[config.mk]
export PLATFORM = sky130hd
export DESIGN_NAME = stack_port
export DESIGN_NICKNAME = d
export VERILOG_FILES = /design/src/rtl/stack_port.sv
export SDC_FILE = /design/constraint.sdc
export NUM_CORES = 1
export LEC_CHECK = 0
export CAP_MARGIN = 20
export CORE_UTILIZATION = 28
export CTS_CLUSTER_DIAMETER = 120
export CTS_CLUSTER_SIZE = 16
export DETAILED_ROUTE_END_ITERATION = 6
export GPL_ROUTABILITY_DRIVEN = 0
export GPL_TIMING_DRIVEN = 0
export PLACE_DENSITY_LB_ADDON = 0.2
export SYNTH_ARGS = -nofsm -noshare
export SYNTH_HDL_FRONTEND = slang
export SYNTH_SLANG_ARGS = --single-unit
[constraint.sdc]
create_clock -name c_CLOCK -period 3.6 [get_ports c_CLOCK]
set_input_delay 0.9 -clock c_CLOCK [delete_from_list [all_inputs] [get_ports c_CLOCK]]
set_output_delay 0.9 -clock c_CLOCK [all_outputs]
set_load 0.01 [all_outputs]
[src/rtl/stack_port.sv]
// stack_port
// Sequences one Forth stack push or pop per command against data memory.
// It reads the current stack pointer exported by the register file and runs
// a request/acknowledge memory transaction. It then writes the updated
// pointer back through the register-file write port.
//
// Ports:
//   c_CLOCK, c_RESET_N        clock, asynchronous active-low reset
//   i_REQ, i_OP, i_SEL        command request, 0=push/1=pop, 0=PSP/1=RSP
//   i_WDATA                   push data
//   i_PSP, i_RSP              current stack pointers from the register file
//   o_BUSY, o_DONE, o_ERR     status: busy, completion pulse, fault pulse
//   o_RDATA                   last popped value
//   o_MREQ, o_MWE, o_MADDR,
//   o_MWDATA, i_MRDATA, i_MACK  memory request/acknowledge port
//   o_WADDR, o_DATA, o_WRITE  register-file pointer write port
module stack_port #(
   parameter logic [15:0] PS_BASE  = 16'd48,
   parameter logic [15:0] PS_LIMIT = 16'd56,
   parameter logic [15:0] RS_BASE  = 16'd56,
   parameter logic [15:0] RS_LIMIT = 16'd64
) (
   input  logic        c_CLOCK,
   input  logic        c_RESET_N,
   input  logic        i_REQ,
   input  logic        i_OP,
   input  logic        i_SEL,
   input  logic [15:0] i_WDATA,
   input  logic [15:0] i_PSP,
   input  logic [15:0] i_RSP,
   output logic        o_BUSY,
   output logic        o_DONE,
   output logic        o_ERR,
   output logic [15:0] o_RDATA,
   output logic        o_MREQ,
   output logic        o_MWE,
   output logic [15:0] o_MADDR,
   output logic [15:0] o_MWDATA,
   input  logic [15:0] i_MRDATA,
   input  logic        i_MACK,
   output logic [3:0]  o_WADDR,
   output logic [15:0] o_DATA,
   output logic        o_WRITE
);

   typedef enum logic [1:0] {IDLE, MEM, WB, ERR} state_t;

   state_t      state, state_next;

   logic        op, op_next;
   logic        sel, sel_next;
   logic [15:0] wdata, wdata_next;
   logic [15:0] sp, sp_next;

   logic [15:0] sp_in, base, limit;

   logic        busy_next, done_next, err_next;
   logic        mreq_next, mwe_next, write_next;
   logic [15:0] maddr_next, mwdata_next, data_next, rdata_next;
   logic [3:0]  waddr_next;

   // Next-state and next-output logic. Every output is computed here from the
   // state being entered and registered below. This keeps all outputs free
   // of combinational paths from the inputs while staying aligned with the
   // state.
   always_comb begin
      state_next = state;
      op_next    = op;
      sel_next   = sel;
      wdata_next = wdata;
      sp_next    = sp;
      sp_in      = i_SEL ? i_RSP : i_PSP;
      base       = i_SEL ? RS_BASE : PS_BASE;
      limit      = i_SEL ? RS_LIMIT : PS_LIMIT;

      case (state)
         IDLE: begin
            if (i_REQ) begin
               op_next    = i_OP;
               sel_next   = i_SEL;
               wdata_next = i_WDATA;
               sp_next    = sp_in;
               if ((!i_OP && sp_in >= limit) || (i_OP && sp_in <= base))
                  state_next = ERR;
               else
                  state_next = MEM;
            end
         end
         MEM: begin
            if (i_MACK)
               state_next = WB;
         end
         WB:      state_next = IDLE;
         ERR:     state_next = IDLE;
         default: state_next = IDLE;
      endcase

      busy_next   = (state_next != IDLE);
      mreq_next   = (state_next == MEM);
      mwe_next    = (state_next == MEM) && !op_next;
      maddr_next  = (state_next == MEM) ? (op_next ? sp_next - 16'd1 : sp_next) : 16'd0;
      mwdata_next = ((state_next == MEM) && !op_next) ? wdata_next : 16'd0;
      write_next  = (state_next == WB);
      waddr_next  = (state_next == WB) ? (sel_next ? 4'd2 : 4'd1) : 4'd0;
      data_next   = (state_next == WB) ? (op_next ? sp_next - 16'd1 : sp_next + 16'd1) : 16'd0;
      done_next   = (state_next == WB) || (state_next == ERR);
      err_next    = (state_next == ERR);
      rdata_next  = (state == MEM && i_MACK && op) ? i_MRDATA : o_RDATA;
   end

   // State, latched command and registered outputs. Reset drops any
   // in-flight memory request at once, so no pointer write follows it.
   always_ff @(posedge c_CLOCK or negedge c_RESET_N) begin
      if (!c_RESET_N) begin
         state    <= IDLE;
         op       <= 1'b0;
         sel      <= 1'b0;
         wdata    <= 16'd0;
         sp       <= 16'd0;
         o_BUSY   <= 1'b0;
         o_DONE   <= 1'b0;
         o_ERR    <= 1'b0;
         o_RDATA  <= 16'd0;
         o_MREQ   <= 1'b0;
         o_MWE    <= 1'b0;
         o_MADDR  <= 16'd0;
         o_MWDATA <= 16'd0;
         o_WADDR  <= 4'd0;
         o_DATA   <= 16'd0;
         o_WRITE  <= 1'b0;
      end else begin
         state    <= state_next;
         op       <= op_next;
         sel      <= sel_next;
         wdata    <= wdata_next;
         sp       <= sp_next;
         o_BUSY   <= busy_next;
         o_DONE   <= done_next;
         o_ERR    <= err_next;
         o_RDATA  <= rdata_next;
         o_MREQ   <= mreq_next;
         o_MWE    <= mwe_next;
         o_MADDR  <= maddr_next;
         o_MWDATA <= mwdata_next;
         o_WADDR  <= waddr_next;
         o_DATA   <= data_next;
         o_WRITE  <= write_next;
      end
   end

endmodule

==> results.md, run 1 <==
* Slew HR at 57.4%
* Final WS setup at 0.196 ns
* Clk sinks at 108
* Pre-CTS setup slack at -1.28 ns
* Final ANT Viol Nets at 0
* Initial antenna violation count at 0
* Peak supply drop at 0.000400 V
* CTS root buf: clkbuf_16
* Pins over their slew limit at 0
* Final hold viol count at 0
* Synth cell types at 58
* DRT iter0 DRCs at 223
* GRT Overall Usage at 16.5%
* Startpoint types: primary input
* Period utilisation layout at 94.6%
* Mux contribution to synthesized area at 8.47%
* Post-Syn Instances at 506
* FP Rows at 48
* Hold endpoint: wdata[1]
* Worst r2r dst: o_DATA[14]
* R2r startpoint: state[0]
* Initial Util at 28.9%
* GR Overflow Total at 0
* Via/cell ratio at 4.80
* Vias in the first global route at 4347
* CP endpoint kind: register
* Ys flop type: dfrtp_1
* Die area at 0.0186 mm²
* Diodes inserted at 0
* Hpwl dp at 10900 µm
* H-Tree Depth at 3
* Clock Skews at 0.00979 ns
* Most common cell after layout, fill and taps aside: clkdlybuf4s50_1
* Die Span Y at 136 µm
* Final setup violation count at 0
* Leak Pwr at 3.11 nW
* Largest cells by area after synthesis: dfrtp_1, nand2_1, mux2_2, nor2_1, mux2i_1
* Drt drc at 0
* Skew-Pair Late Insertion Delay at 0.36 ns
* Post-synthesis simple-gate area fraction at 20.2%
* Design area at 0.00721 mm²
* Worst path required time at 3.83 ns
* Kind of critical path: primary input to register
* Syn Area/Cell at 9.98 µm²
* Largest family of logic cells by synthesized area: simple AND/OR/NAND/NOR gates
* Synth top area share at 53.5%
* FILL cells at 1696
* Detailed-route via count at 4287
* Most frequent cells in the layout: clkdlybuf4s50_1, dfrtp_1, nand2_1
* Xor/xnor cell area share of the yosys netlist at 3.47%
* Least-Margin Pin Slew at 0.634 ns
* Hold_sp: wdata[1]
* Hold path cells at 2
* Port Buffer Count at 141
* Reg-to-reg slack, setup at 0.81 ns
* R2R depth at 9
* CTS Hold Buffers Added at 0
* Compound-cell area share of the yosys netlist at 9.29%
* Iteration count of the initial detailed-routing pass at 4
* Clock transition at the registers of the reported paths at 0.07 ns
* CP Max Fanout at 12
* Max Buffers Root-to-Sink at 2
* Multi-input logic area at 0.00218 mm²
* Core box area at 0.0175 mm²
* Routed wire per std cell at 16.2 µm
* Worst EP arrival at 3.63 ns
* Util after Layout at 41.3%
* Async S/R FF share, synth at 100%
* CTS tree: done
* Yosys reg bits at 108
* Total Wirelength at 14500 µm
* Total Power at 5.46 mW
* Post-synth EDFFs at 0
* Yosys Warn Count at 0
* First-pass GRT wire length at 23200 µm
* Reg area at 0.00270 mm²
* Mapped cell area at 0.00505 mm²
* Nets at 737
* Outcome: completed
* Largest net degree at the start of global routing at 72
* IO Pins at 144
* Largest area contributor in the synthesized netlist: dfrtp_1
* Hold WC Path Type: register to register
* Num CTS Buffers at 9
* Layout cells sized above 1 at 10.9%
* Seq/Total Area, Yosys at 53.5%
* Max-cap violation count at 0
* Fin crit period at 3.40 ns
* Unrepaired setup endpoints after global routing: false
* Synth-to-layout area growth at 42.7%
* Die X at 136 µm
* Pwr/cell area at 758 mW/mm²
* Maximum achievable frequency at 0.294 GHz
* Synth Area in Adders at 0.991%
* Cell Area, Placed at 0.00678 mm²
==> power breakdown <==
group	total, mW	switching, mW	internal [mW]
Combinational	2.51	1.34	1.17
Sequential	1.93	0.225	1.70
Clock	1.03	0.463	0.566
Total	5.46	2.02	3.44
==> Yosys cell counts, types with 5 or more instances <==
cell type	count
dfrtp_1	108
nand2_1	86
nor2_1	57
mux2_2	22
inv_1	19
mux2i_1	18
a21oi_1	16
xnor2_1	16
clkbuf_1	15
o21ai_0	14
nor3_1	13
nand3_1	10
nand4_1	9
a211o_1	7
a211oi_1	6
buf_2	5
nand3b_1	5
nor3b_1	5
nor4_1	5
==> per-layer routing <==
layer / up-vias / part of all wire (%) / global-route usage, %
met5: - / 0 / 0
met4: 0 / 2.5 / 6.85
met3: 23 / 5.3 / 3.73
met2: 138 / 48 / 26.3
met1: 2070 / 44 / 21.4
li1: 2056 / - / -
==> stage by stage <==
| stage | hold slack (ns) | setup TNS, ns | instances |
|---|---|---|---|
| floorplan | 0.441 | 0 | 507 |
| global placement | 0.454 | -311.91 | 873 |
| detailed placement | 0.458 | -54.46 | 874 |
| CTS | 0.476 | 0 | 891 |
| global route | 0.499 | 0 | 893 |
| finish | 0.473 | 0 | 893 |
==> what timing repair did <==
| action | CTS | global route |
|---|---|---|
| endpoints found under the setup margin | 44 | 36 |
| setup buffers | 2 | 2 |
| resized for setup | 17 | 4 |
| pin swaps | 1 | 1 |
| gates cloned | 1 | 0 |
==> worst max path at each step <==
stage / startpoint / end / slack (ns)
floorplan: i_SEL / o_MWE / 0.08
global placement: c_RESET_N / o_DATA[2] / -2.42
finish: i_SEL / o_MADDR[8] / 0.20
CTS: i_REQ / o_MWDATA[7] / 0.05
global route: i_REQ / o_DATA[15] / 0.02
detailed placement: i_SEL / o_MADDR[4] / -1.28
==> layout make-up <==
cell class | count | share of cell area, %
Tap cell | 225 | 3.90
Buffer | 25 | 2.34
Inverter | 19 | 0.989
Multi-Input combinational cell | 353 | 30.2
Clock buffer | 10 | 3.31
Clock inverter | 6 | 0.972
Timing Repair Buffer | 147 | 20.8
Sequential cell | 108 | 37.5
==> registers in the layout, indices dropped and copies added, names as in the netlist <==
name	count
state	2
o_WRITE	1
wdata	16
o_MWDATA	16
o_ERR	1
op	1
o_MREQ	1
o_DONE	1
o_BUSY	1
o_MWE	1
o_MADDR	16
o_DATA	16
o_WADDR	2
sp	16
sel	1
o_RDATA	16
==> worst max-delay path, stage by stage <==
cell and delay, ns:
dlygate4sd2_1 0.33, buf_8 0.19, buf_4 0.18, buf_6 0.19, mux2i_2 0.25, inv_1 0.06, ha_1 0.27, o21ai_0 0.08
a221oi_1 0.30, a211oi_1 0.09, o21a_2 0.26, o21ai_4 0.22, clkbuf_8 0.22, nor2_1 0.07
==> logic make-up after synthesis <==
logic type | Yosys count
AO/OA/AOI/OAI | 70
XOR/XNOR | 20
adder cells (fa/ha/maj) | 4
buffers and inverters | 46
flip-flops | 108
multiplexers | 40
other | 1
AND/OR/NAND/NOR | 217
Power figures use the tool's default switching activity.
==> inputs of run 2 (changes only) <==
Settings changed: CELL_PAD_IN_SITES_DETAIL_PLACEMENT from default to 0, CELL_PAD_IN_SITES_GLOBAL_PLACEMENT from default to 1.
==> run 2 against run 1 <==
  * Maximum frequency shrank 1.6%
  * Power grew 0.37%
  * First-iteration DRC count shrank 29%
  * Design area shrank 0.10%
  * Critical path type unchanged
  * Flip-flop and latch count is the same
  * Hold slack gained 0.0025 ns
  * Register-to-register slack lost 0.05 ns
  * Worst setup slack lost 0.054 ns
  * Wire length grew 1.3%
  * Largest power group unchanged
==> results.md, run 2 (same netlist as run 1, synthesis figures left out) <==
* Slew HR at 54.0% (-3.4 points)
* Final setup violation count at 0 (unchanged)
* Max-cap violation count at 0 (unchanged)
* FILL cells at 1707 (+0.65%)
* Diodes inserted at 0 (unchanged)
* Fin crit period at 3.46 ns (+0.0544 ns)
* Worst EP arrival at 3.73 ns (+0.10 ns)
* Port Buffer Count at 141 (unchanged)
* Via/cell ratio at 4.74 (-1.3%)
* Worst path required time at 3.87 ns (+0.04 ns)
* Core box area at 0.0175 mm² (unchanged)
* Drt drc at 0 (unchanged)
* Num CTS Buffers at 9 (unchanged)
* Hpwl dp at 11000 µm (+1.2%)
* GRT Overall Usage at 16.2% (-0.24 points)
* Period utilisation layout at 96.1% (+1.5 points)
* Leak Pwr at 3.10 nW (-0.42%)
* Die Span Y at 136 µm (unchanged)
* Pre-CTS setup slack at -1.31 ns (-0.0312 ns)
* Layout cells sized above 1 at 11.1% (+0.13 points)
* GR Overflow Total at 0 (unchanged)
* Detailed-route via count at 4235 (-1.2%)
* Pins over their slew limit at 0 (unchanged)
* H-Tree Depth at 3 (unchanged)
* Skew-Pair Late Insertion Delay at 0.35 ns (about the same)
* CP endpoint kind: register
* First-pass GRT wire length at 22700 µm (-2.1%)
* Hold WC Path Type: register to register
* Clock transition at the registers of the reported paths at 0.06 ns (about the same)
* Final WS setup at 0.142 ns (-0.0544 ns)
* Clock Skews at 0.0110 ns (+0.00118 ns)
* Clk sinks at 108 (unchanged)
* DRT iter0 DRCs at 159 (-29%)
* Routed wire per std cell at 16.4 µm (+1.2%)
* Final hold viol count at 0 (unchanged)
* Largest net degree at the start of global routing at 57 (-21%)
* CTS tree: done
* Max Buffers Root-to-Sink at 2 (unchanged)
* Most common cell after layout, fill and taps aside: clkdlybuf4s50_1
* Unrepaired setup endpoints after global routing: false
* Nets at 738 (+0.14%)
* IO Pins at 144 (unchanged)
* Least-Margin Pin Slew at 0.671 ns (+0.0370 ns)
* CTS Hold Buffers Added at 0 (unchanged)
* Pwr/cell area at 761 mW/mm² (+0.47%)
* Total Wirelength at 14700 µm (+1.3%)
* Startpoint types: primary input
* CTS root buf: clkbuf_16
* Kind of critical path: primary input to register
* Maximum achievable frequency at 0.289 GHz (-1.6%)
* Iteration count of the initial detailed-routing pass at 4 (unchanged)
* Total Power at 5.48 mW (+0.37%)
* Final ANT Viol Nets at 0 (unchanged)
* Vias in the first global route at 4293 (-1.2%)
* Initial Util at 28.9% (unchanged)
* Die area at 0.0186 mm² (unchanged)
* Most frequent cells in the layout: clkdlybuf4s50_1, dfrtp_1, nand2_1
* Synth-to-layout area growth at 42.5%
* CP Max Fanout at 10 (-2)
* Outcome: completed
* Initial antenna violation count at 0 (unchanged)
* Die X at 136 µm (unchanged)
* FP Rows at 48 (unchanged)
* Peak supply drop at 0.000388 V (-3.2%)
==> run 2: layout make-up <==
cell class / count / area, µm² / share of cell area, %
Timing Repair Buffer: 148 / 1480 / 20.6
Multi-Input combinational cell: 353 / 2180 / 30.3
Clock inverter: 4 / 55.1 / 0.764
Inverter: 19 / 71.3 / 0.990
Tap cell: 225 / 282 / 3.91
Buffer: 25 / 171 / 2.38
Sequential cell: 108 / 2700 / 37.5
Clock buffer: 12 / 256 / 3.56
==> run 2: timing repair <==
item | 4_1_cts | 5_1_grt
resized for setup | 16 | 6
setup endpoints to repair | 46 | 48
gates cloned | 0 | 0
buffers inserted | 4 | 2
pin swaps | 1 | 2
==> run 2: metrics by stage <==
step | utilization (%) | TNS, ns | hold slack (ns) | cells | cell area (µm²)
final | 41.2 | 0 | 0.475 | 894 | 7200
after floorplan | - | 0 | 0.441 | 507 | 5060
after global routing | 41.2 | 0 | 0.497 | 894 | 7200
after CTS | 41.0 | 0 | 0.475 | 892 | 7170
after global placement | 38.7 | -321.32 | 0.454 | 873 | 6760
after detailed placement | 38.8 | -58.08 | 0.457 | 874 | 6780
==> run 2: path summary, 6_finish.rpt <==
| path | startpoint | end | slack [ns] | depth (start not counted) |
|---|---|---|---|---|
| max reg2reg | state[0] | o_DATA[14] | 0.76 | 9 |
| max in group asynchronous | c_RESET_N | o_MADDR[6] | 2.29 | 2 |
| min in group asynchronous | c_RESET_N | o_RDATA[12] | 0.60 | 1 |
| min | wdata[1] | wdata[1] | 0.48 | 2 |
| min reg2reg | wdata[1] | wdata[1] | 0.48 | 2 |
| max | i_REQ | o_DATA[14] | 0.14 | 10 |
==> run 2: where the power goes <==
part	switching, mW	internal [mW]	leakage [nW]
Clock	0.451	0.583	0.150
Sequential	0.228	1.70	1.38
Combinational	1.33	1.19	1.57
==> run 2: critical path, cell delays in order <==
cell and delay (ns):
clkdlybuf4s50_1 0.51, nor3b_4 0.22, buf_2 0.31, mux2_2 0.41, inv_1 0.12, ha_1 0.21, nand2_1 0.12, or4b_1 0.54
a211o_1 0.33, o21ai_2 0.06
==> run 2: layer usage <==
layer | vias to the layer above | GRT usage [%] | wire, µm
met5 | - | 0 | 0
met4 | 0 | 4.75 | 301
met3 | 19 | 4.03 | 656
met2 | 116 | 27.0 | 7160
met1 | 2043 | 20.8 | 6570
li1 | 2057 | - | -
==> inputs of run 3 (changes only) <==
Settings changed: CORE_MARGIN from default to 4, GPL_TIMING_DRIVEN 0 to default.
==> run 3 against run 2 <==
  * Flip-flop and latch count unchanged
  * Maximum frequency increased by 5.1%
  * Non-clock buffer count increased by 14
  * Critical path depth decreased by 1
  * Register-to-register slack improved by 0.13 ns
  * Final cell count increased by 1.6%
  * Sequential power about the same
  * Sequential share of layout area decreased by 0.52 points
  * Wire length increased by 2.4%
  * Via count increased by 0.83%
  * Design area increased by 1.4%
  * Critical endpoint is now o_DATA[12]
  * Largest cell class unchanged
  * Highest routed layer unchanged
==> results.md, run 3 (same netlist as run 1, synthesis figures left out) <==
* Least-Margin Pin Slew at 0.743 ns (+0.0715 ns)
* Nets at 752 (+1.9%)
* Peak supply drop at 0.000345 V (-11%)
* Max Buffers Root-to-Sink at 2 (unchanged)
* Skew-Pair Late Insertion Delay at 0.35 ns (about the same)
* Pins over their slew limit at 0 (unchanged)
* Layout cells sized above 1 at 14.3% (+3.3 points)
* Synth-to-layout area growth at 44.6%
* Clk sinks at 108 (unchanged)
* Vias in the first global route at 4512 (+5.1%)
* CP Max Fanout at 12 (+2)
* Final ANT Viol Nets at 0 (unchanged)
* Total Power at 5.54 mW (+1.1%)
* Period utilisation layout at 91.4% (-4.7 points)
* Worst path required time at 3.86 ns (about the same)
* Detailed-route via count at 4270 (+0.83%)
* IO Pins at 144 (unchanged)
* Initial Util at 28.9% (unchanged)
* Initial antenna violation count at 0 (unchanged)
* Slew HR at 50.5% (-3.5 points)
* Routed wire per std cell at 16.6 µm (+0.79%)
* Kind of critical path: primary input to register
* Util after Layout at 41.8% (+0.58 points)
* Die area at 0.0203 mm² (+9.0%)
* GRT Overall Usage at 15.1% (-1.2 points)
* Port Buffer Count at 141 (unchanged)
* FP Rows at 48 (unchanged)
* Hold WS at 0.474 ns (-0.00154 ns)
* Clock Skews at 0.00823 ns (-0.00274 ns)
* Final hold viol count at 0 (unchanged)
* Outcome: completed
* Max-cap violation count at 0 (unchanged)
* Diodes inserted at 0 (unchanged)
* Final setup violation count at 0 (unchanged)
* Hpwl dp at 11500 µm (+4.6%)
* Total Wirelength at 15000 µm (+2.4%)
* First-pass GRT wire length at 24100 µm (+6.4%)
* Unrepaired setup endpoints after global routing: false
* Drt drc at 0 (unchanged)
* Die X at 142 µm (+4.4%)
* Setup TNS at 0 ns (unchanged)
* Num CTS Buffers at 9 (unchanged)
* CTS tree: done
* Most frequent cells in the layout: clkdlybuf4s50_1, dfrtp_1, nand2_1
* Hold path cells at 2 (unchanged)
* CTS Hold Buffers Added at 0 (unchanged)
* CTS root buf: clkbuf_16
* Die Span Y at 142 µm (+4.4%)
* CP endpoint kind: register
* GR Overflow Total at 0 (unchanged)
* Fin crit period at 3.29 ns (-0.168 ns)
* Largest net degree at the start of global routing at 60 (+5.3%)
* Cells resized by post-CTS repair at 0 (-16)
* Worst EP arrival at 3.56 ns (-0.17 ns)
* R2R depth at 8 (-1)
* DRT iter0 DRCs at 207 (+30%)
* Leak Pwr at 3.19 nW (+3.0%)
* Startpoint types: primary input
* Maximum achievable frequency at 0.304 GHz (+5.1%)
* Via/cell ratio at 4.70 (-0.73%)
* Clock transition at the registers of the reported paths at 0.07 ns (about the same)
* Hold WC Path Type: register to register
* H-Tree Depth at 3 (unchanged)
* Most common cell after layout, fill and taps aside: clkdlybuf4s50_1
* Iteration count of the initial detailed-routing pass at 5 (+1)
* Pwr/cell area at 759 mW/mm² (-0.33%)
* Post-CTS Setup Bufs at 0 (-4)
* Core box area at 0.0175 mm² (unchanged)
[run 3: changes by cell type in the layout (fill, tap and decap cells not counted), moves of 2 or more]
| cell | change |
|---|---|
| clkbuf_8 | -4 |
| buf_6 | -2 |
| clkbuf_1 | -11 |
| buf_4 | +35 |
| buf_2 | -3 |
[run 3: through the flow]
step / instances / instance area (µm²) / setup WS, ns
2_1_floorplan: 507 / 5060 / 0.0794
3_3_place_gp: 892 / 7000 / -0.000898
3_5_place_dp: 892 / 7000 / -0.0565
4_1_cts: 908 / 7300 / 0.327
5_1_grt: 908 / 7300 / 0.135
6_report: 908 / 7300 / 0.309
[run 3: path summary, 6_finish.rpt]
path	slack, ns	endpoint	from
setup / recovery	0.31	o_DATA[12]	i_REQ
hold / removal	0.47	wdata[9]	wdata[9]
setup reg to reg	0.89	o_DATA[12]	state[0]
hold reg to reg	0.47	wdata[9]	wdata[9]
max in group asynchronous	2.22	o_MWDATA[13]	c_RESET_N
min in group asynchronous	0.61	o_RDATA[11]	c_RESET_N
[run 3: per-layer routing]
metal,part of all wire (%),GRT usage [%],up-vias
met5,0,0,-
met2,49,25.6,117
met3,5.9,3.76,14
met1,43,19.2,2065
met4,1.4,3.95,0
li1,-,-,2074
[run 3: worst max-delay path: stages]
cell,delay (ns)
clkdlybuf4s50_1,0.49
or3b_2,0.51
buf_4,0.21
a211o_1,0.31
a22o_1,0.24
buf_4,0.15
nor4b_1,0.44
o21ai_0,0.14
a21oi_1,0.16
[run 3: final cells by class]
cell class              count  area (µm²)
clock buffers              11         243
multi-input cells         353        2170
well taps                 225         282
clock inverters             5        60.1
fillers                  1708       10200
repair buffers            187        1780
inverters                  19        71.3
flip-flops and latches    108        2700
[run 3: report_power, final]
group          switching [mW]  internal, mW
Clock                   0.447         0.562
Sequential              0.233          1.70
Combinational            1.34          1.27
Total                    2.02          3.53
==> RTL change 1: new RTL, flow settings as in run 3 <==
Register the output `o_ERR` once more, with the module's reset; this adds one clock of latency there. The other outputs are not delayed to match.
--- a/src/rtl/stack_port.sv
+++ b/src/rtl/stack_port.sv
@@ -45,4 +45,6 @@
 
    typedef enum logic [1:0] {IDLE, MEM, WB, ERR} state_t;
+
+   logic o_ERR_s0;
 
    state_t      state, state_next;
@@ -120,5 +122,5 @@
          o_BUSY   <= 1'b0;
          o_DONE   <= 1'b0;
-         o_ERR    <= 1'b0;
+         o_ERR_s0 <= 1'b0;
          o_RDATA  <= 16'd0;
          o_MREQ   <= 1'b0;
@@ -137,5 +139,5 @@
          o_BUSY   <= busy_next;
          o_DONE   <= done_next;
-         o_ERR    <= err_next;
+         o_ERR_s0 <= err_next;
          o_RDATA  <= rdata_next;
          o_MREQ   <= mreq_next;
@@ -149,4 +151,12 @@
    end
 
+   always_ff @(posedge c_CLOCK or negedge c_RESET_N) begin
+      if (!c_RESET_N) begin
+         o_ERR <= '0;
+      end else begin
+         o_ERR <= o_ERR_s0;
+      end
+   end
+
 endmodule
 
Formal check against the unedited RTL: not equivalent (a bounded check fails within 4 cycles, from zero or initial values and one cycle with c_RESET_N low).
==> RTL change 1 against run 3 <==
Clock power about the same. Critical path type unchanged. Wire length increased by 1.8%. Critical path depth unchanged. Core utilization decreased by 0.26 points. Largest cell class unchanged. Total power increased by 0.17%. Largest power group unchanged. Area after synthesis increased by 0.50%. Design area decreased by 0.27%. Worst setup slack got worse by 0.0014 ns. Hold slack got worse by 0.11 ns. Sequential cell count increased by 1. Maximum frequency about the same.
==> RTL change 1: results (changes against run 3) <==
- # clk buffers: 9 (-2)
- Post-synthesis xor/xnor area fraction: 3.450% (-0.017 points)
- Skew-Pair Late Insertion Delay: 0.35 ns (about the same)
- Placed Area: 6985 sq um (-0.21%)
- Register area: 2728 sq um (+0.93%)
- Synth area leaders: dfrtp_1, nand2_1, mux2_2
- Commonest cells in the synthesized netlist: dfrtp_1, nand2_1, nor2_1
- Hold Path Class: flop to flop
- Filler cells: 1766 (+3.4%)
- Clock buffer depth: 2 (unchanged)
- WL met3: 723 um (-18%)
- Grt met3 use: 3.952% (+0.19 points)
- Vias in the first global route: 4695 (+4.1%)
- Status: finished clean
- Cts hold-fix bufs: 0 (unchanged)
- DR WL met2: 7.588 mm (+2.1%)
- Syn Inst Count: 507 (+0.20%)
- CP Max Fanout: 10 (-2)
- Finished Layout Cells: 902 (-0.66%)
- # diodes: 0 (unchanged)
- Leak: 3.173 nW (-0.60%)
- Seq/Total Area, Yosys: 53.72% (+0.23 points)
- DR pass1 iterations: 4 (-1)
- Final wirelength: 15.31 mm (+1.8%)
- Crit-path leading delay family: simple AND/OR/NAND/NOR gates
- Final HPWL DP: 11.40 mm (-1.0%)
- Post-synthesis mux area share: 8.428% (-0.042 points)
- Clock-cell share: 4.089% (-0.057 points)
- Inst Count DP: 886 (-0.67%)
- DR iter-0 viols: 232 (+12%)
- DR vias: 4301 (+0.73%)
- FFs w/ async S/R, synth: 100.0% (unchanged)
- Pre-CTS setup slack: -0.05660 ns (-0.0001070 ns)
- Skew final: 0.01016 ns (+0.001935 ns)
- First-pass GRT wire length: 24.76 mm (+2.6%)
- Worst Max-Slew Pin Slew: 0.6744 ns (-0.06817 ns)
- GR Util met2: 26.36% (+0.75 points)
- GRT Total Usage: 15.49% (+0.44 points)
- Buffer share of cell area: 23.88% (-0.48 points)
- Post-synthesis compound-gate area fraction: 9.241% (-0.046 points)
- Layout Nets: 746 (-0.80%)
- Slowest CP cell: or3b_2
- DRC viols: 0 (unchanged)
- Met1 Routed Length: 6.751 mm (+3.6%)
- Adder-Cell Fraction of Synth Area: 0.9857% (-0.0049 points)
- Ys flop type: dfrtp_1
- Top Layer Used: met4
- Critical Path AT: 3.55 ns (about the same)
- Met1 usage: 19.64% (+0.45 points)
- Worst ir drop on vdd: 0.3951 mV (+14%)
- Worst-path clk slew: 0.08 ns
- Non-clk bufs: 180 (-3.7%)
- Pwr Density: 762.3 nW/um^2 (+0.44%)
- Pin count of the biggest net entering global routing: 52 (-13%)
- Initial antenna violation count: 0 (unchanged)
- Crit-path max cell delay: 0.52 ns
- Layout inverter count without the clock tree: 19 (unchanged)
- Sink Count: 109 (+0.93%)
- Layout cell share with drive strength beyond 1: 13.59% (-0.76 points)
RTL change 1: kinds of logic after synthesis:
group	Yosys count
AOI/OAI and AO/OA	70
xor gates and xnor gates	20
adders and majority gates	4
buffers and inverters	46
DFF	109
muxes	40
other	1
and+or+nand+nor	217
RTL change 1: final timing paths:
check                      startpoint           to  slack, ns  cells after the start
max                             i_REQ   o_DATA[12]       0.31                      9
min                          o_ERR_s0        o_ERR       0.36                      0
max reg2reg                  state[0]   o_DATA[12]       0.86                      8
min reg2reg                  o_ERR_s0        o_ERR       0.36                      0
max in group asynchronous   c_RESET_N   o_MADDR[1]       2.28                      2
min in group asynchronous   c_RESET_N  o_RDATA[13]       0.58                      1
RTL change 1: power breakdown:
part / total [mW] / switching, mW / internal [mW]
sequential: 1.95 / 0.237 / 1.71
clock: 1.01 / 0.466 / 0.543
combinational: 2.59 / 1.34 / 1.25
total: 5.55 / 2.04 / 3.51
==> RTL change 2: new RTL, settings of run 3 <==
Without the edit above. The parameter `PS_LIMIT` goes from 16'd56 to 16'd42.
--- a/src/rtl/stack_port.sv
+++ b/src/rtl/stack_port.sv
@@ -17,5 +17,5 @@
 module stack_port #(
    parameter logic [15:0] PS_BASE  = 16'd48,
-   parameter logic [15:0] PS_LIMIT = 16'd56,
+   parameter logic [15:0] PS_LIMIT = 16'd42,
    parameter logic [15:0] RS_BASE  = 16'd56,
    parameter logic [15:0] RS_LIMIT = 16'd64
Check against the original RTL: not equivalent (a bounded check fails within 4 cycles, from zero or initial values and one cycle with c_RESET_N low).
==> RTL change 2 against run 3 <==
Synthesized cell count fell by 1.4%. Die area barely moved. Sequential cell count fell by 1. Area after synthesis barely moved. Wire length rose by 1.7%. Design area fell by 1.5%. Worst setup slack got worse by 0.047 ns. Total power fell by 1.8%. First-iteration DRC count rose by 33%. Global-route usage rose by 0.64 points. Maximum frequency fell by 1.4%. Critical path type unchanged. Highest routed layer unchanged.
==> RTL change 2: results (changes against run 3) <==
- DR iter-0 viols: 276 (+33%)
- CP Max Fanout: 22 (+10)
- Filler cells: 1690 (-1.1%)
- Status: finished clean
- Commonest cells in the synthesized netlist: dfrtp_1, nand2_1, nor2_1
- Mean post-synth cell area: 10.12 sq um (+1.4%)
- Leak: 3.155 nW (-1.2%)
- Inst Count DP: 879 (-1.5%)
- GR Util met2: 23.60% (-2.0 points)
- Drt via density: 4.664 (-0.83%)
- Met1 usage: 22.22% (+3.0 points)
- Worst ir drop on vdd: 0.2771 mV (-20%)
- Pin count of the biggest net entering global routing: 55 (-8.3%)
- Placed Area: 6913 sq um (-1.3%)
- GRT Total Usage: 15.69% (+0.64 points)
- Vias in the first global route: 4464 (-1.1%)
- DR vias: 4174 (-2.2%)
- Seq/Total Area, Yosys: 53.02% (-0.47 points)
- Skew final: 0.01048 ns (+0.002255 ns)
- Pre-CTS setup slack: -0.05371 ns (+0.002779 ns)
- Max_slew headroom: 66.30% (+16 points)
- Hold Path Class: input port to async pin
- Critical Path AT: 3.61 ns (+0.05 ns)
- Yosys cell types: 66 (+14%)
- Grt met3 use: 3.495% (-0.27 points)
## RTL change 2: path summary, 6_finish.rpt
path	startpoint	end	slack (ns)	depth (start not counted)
worst min register to register	wdata[4]	wdata[4]	0.47	2
worst min-delay path	c_RESET_N	o_BUSY	0.47	1
max in group asynchronous	c_RESET_N	sp[7]	2.42	2
min in group c_CLOCK	wdata[4]	wdata[4]	0.47	2
worst max-delay path	i_REQ	o_DATA[5]	0.26	10
worst max register to register	o_DONE	o_DATA[5]	0.84	9
## RTL change 2: area by class of cell
cell class | instances | area [sq um] | share of cell area (%)
inverters | 20 | 75.07 | 1.043
repair buffers | 178 | 1712 | 23.79
clock buffers | 9 | 225.2 | 3.130
multi-input cells | 349 | 2167 | 30.12
clock inverters | 7 | 56.30 | 0.7826
flip-flops and latches | 107 | 2678 | 37.22
well taps | 225 | 281.5 | 3.913
## RTL change 2: layer usage
metal  share of wire [%]  up-vias
li1                    -     2025
met1                  48     2003
met2                  44      128
met3                 5.9       18
met4                 2.1        0
met5                   0        -
## RTL change 2: per-stage QoR
| stage | util [%] | hold WS [ns] |
|---|---|---|
| floorplan | - | 0.4406 |
| global placement | 39.55 | 0.4525 |
| detailed placement | 39.55 | 0.4590 |
| CTS | 41.17 | 0.4747 |
| global route | 41.17 | 0.4848 |
| finish | 41.17 | 0.4679 |
## RTL change 2: cell families (layout without fill, tap and decap cells)
| logic type | Yosys count | after routing | share of synthesized area, % |
|---|---|---|---|
| and+or+nand+nor | 222 | 222 | 21.11 |
| DFF | 107 | 107 | 53.02 |
| buffers and inverters | 44 | 214 | 4.138 |
| other | 1 | 2 | 0.07426 |
| adders and majority gates | 5 | 5 | 1.239 |
| AOI/OAI and AO/OA | 61 | 61 | 8.400 |
| muxes | 41 | 41 | 8.895 |
| xor gates and xnor gates | 18 | 18 | 3.122 |
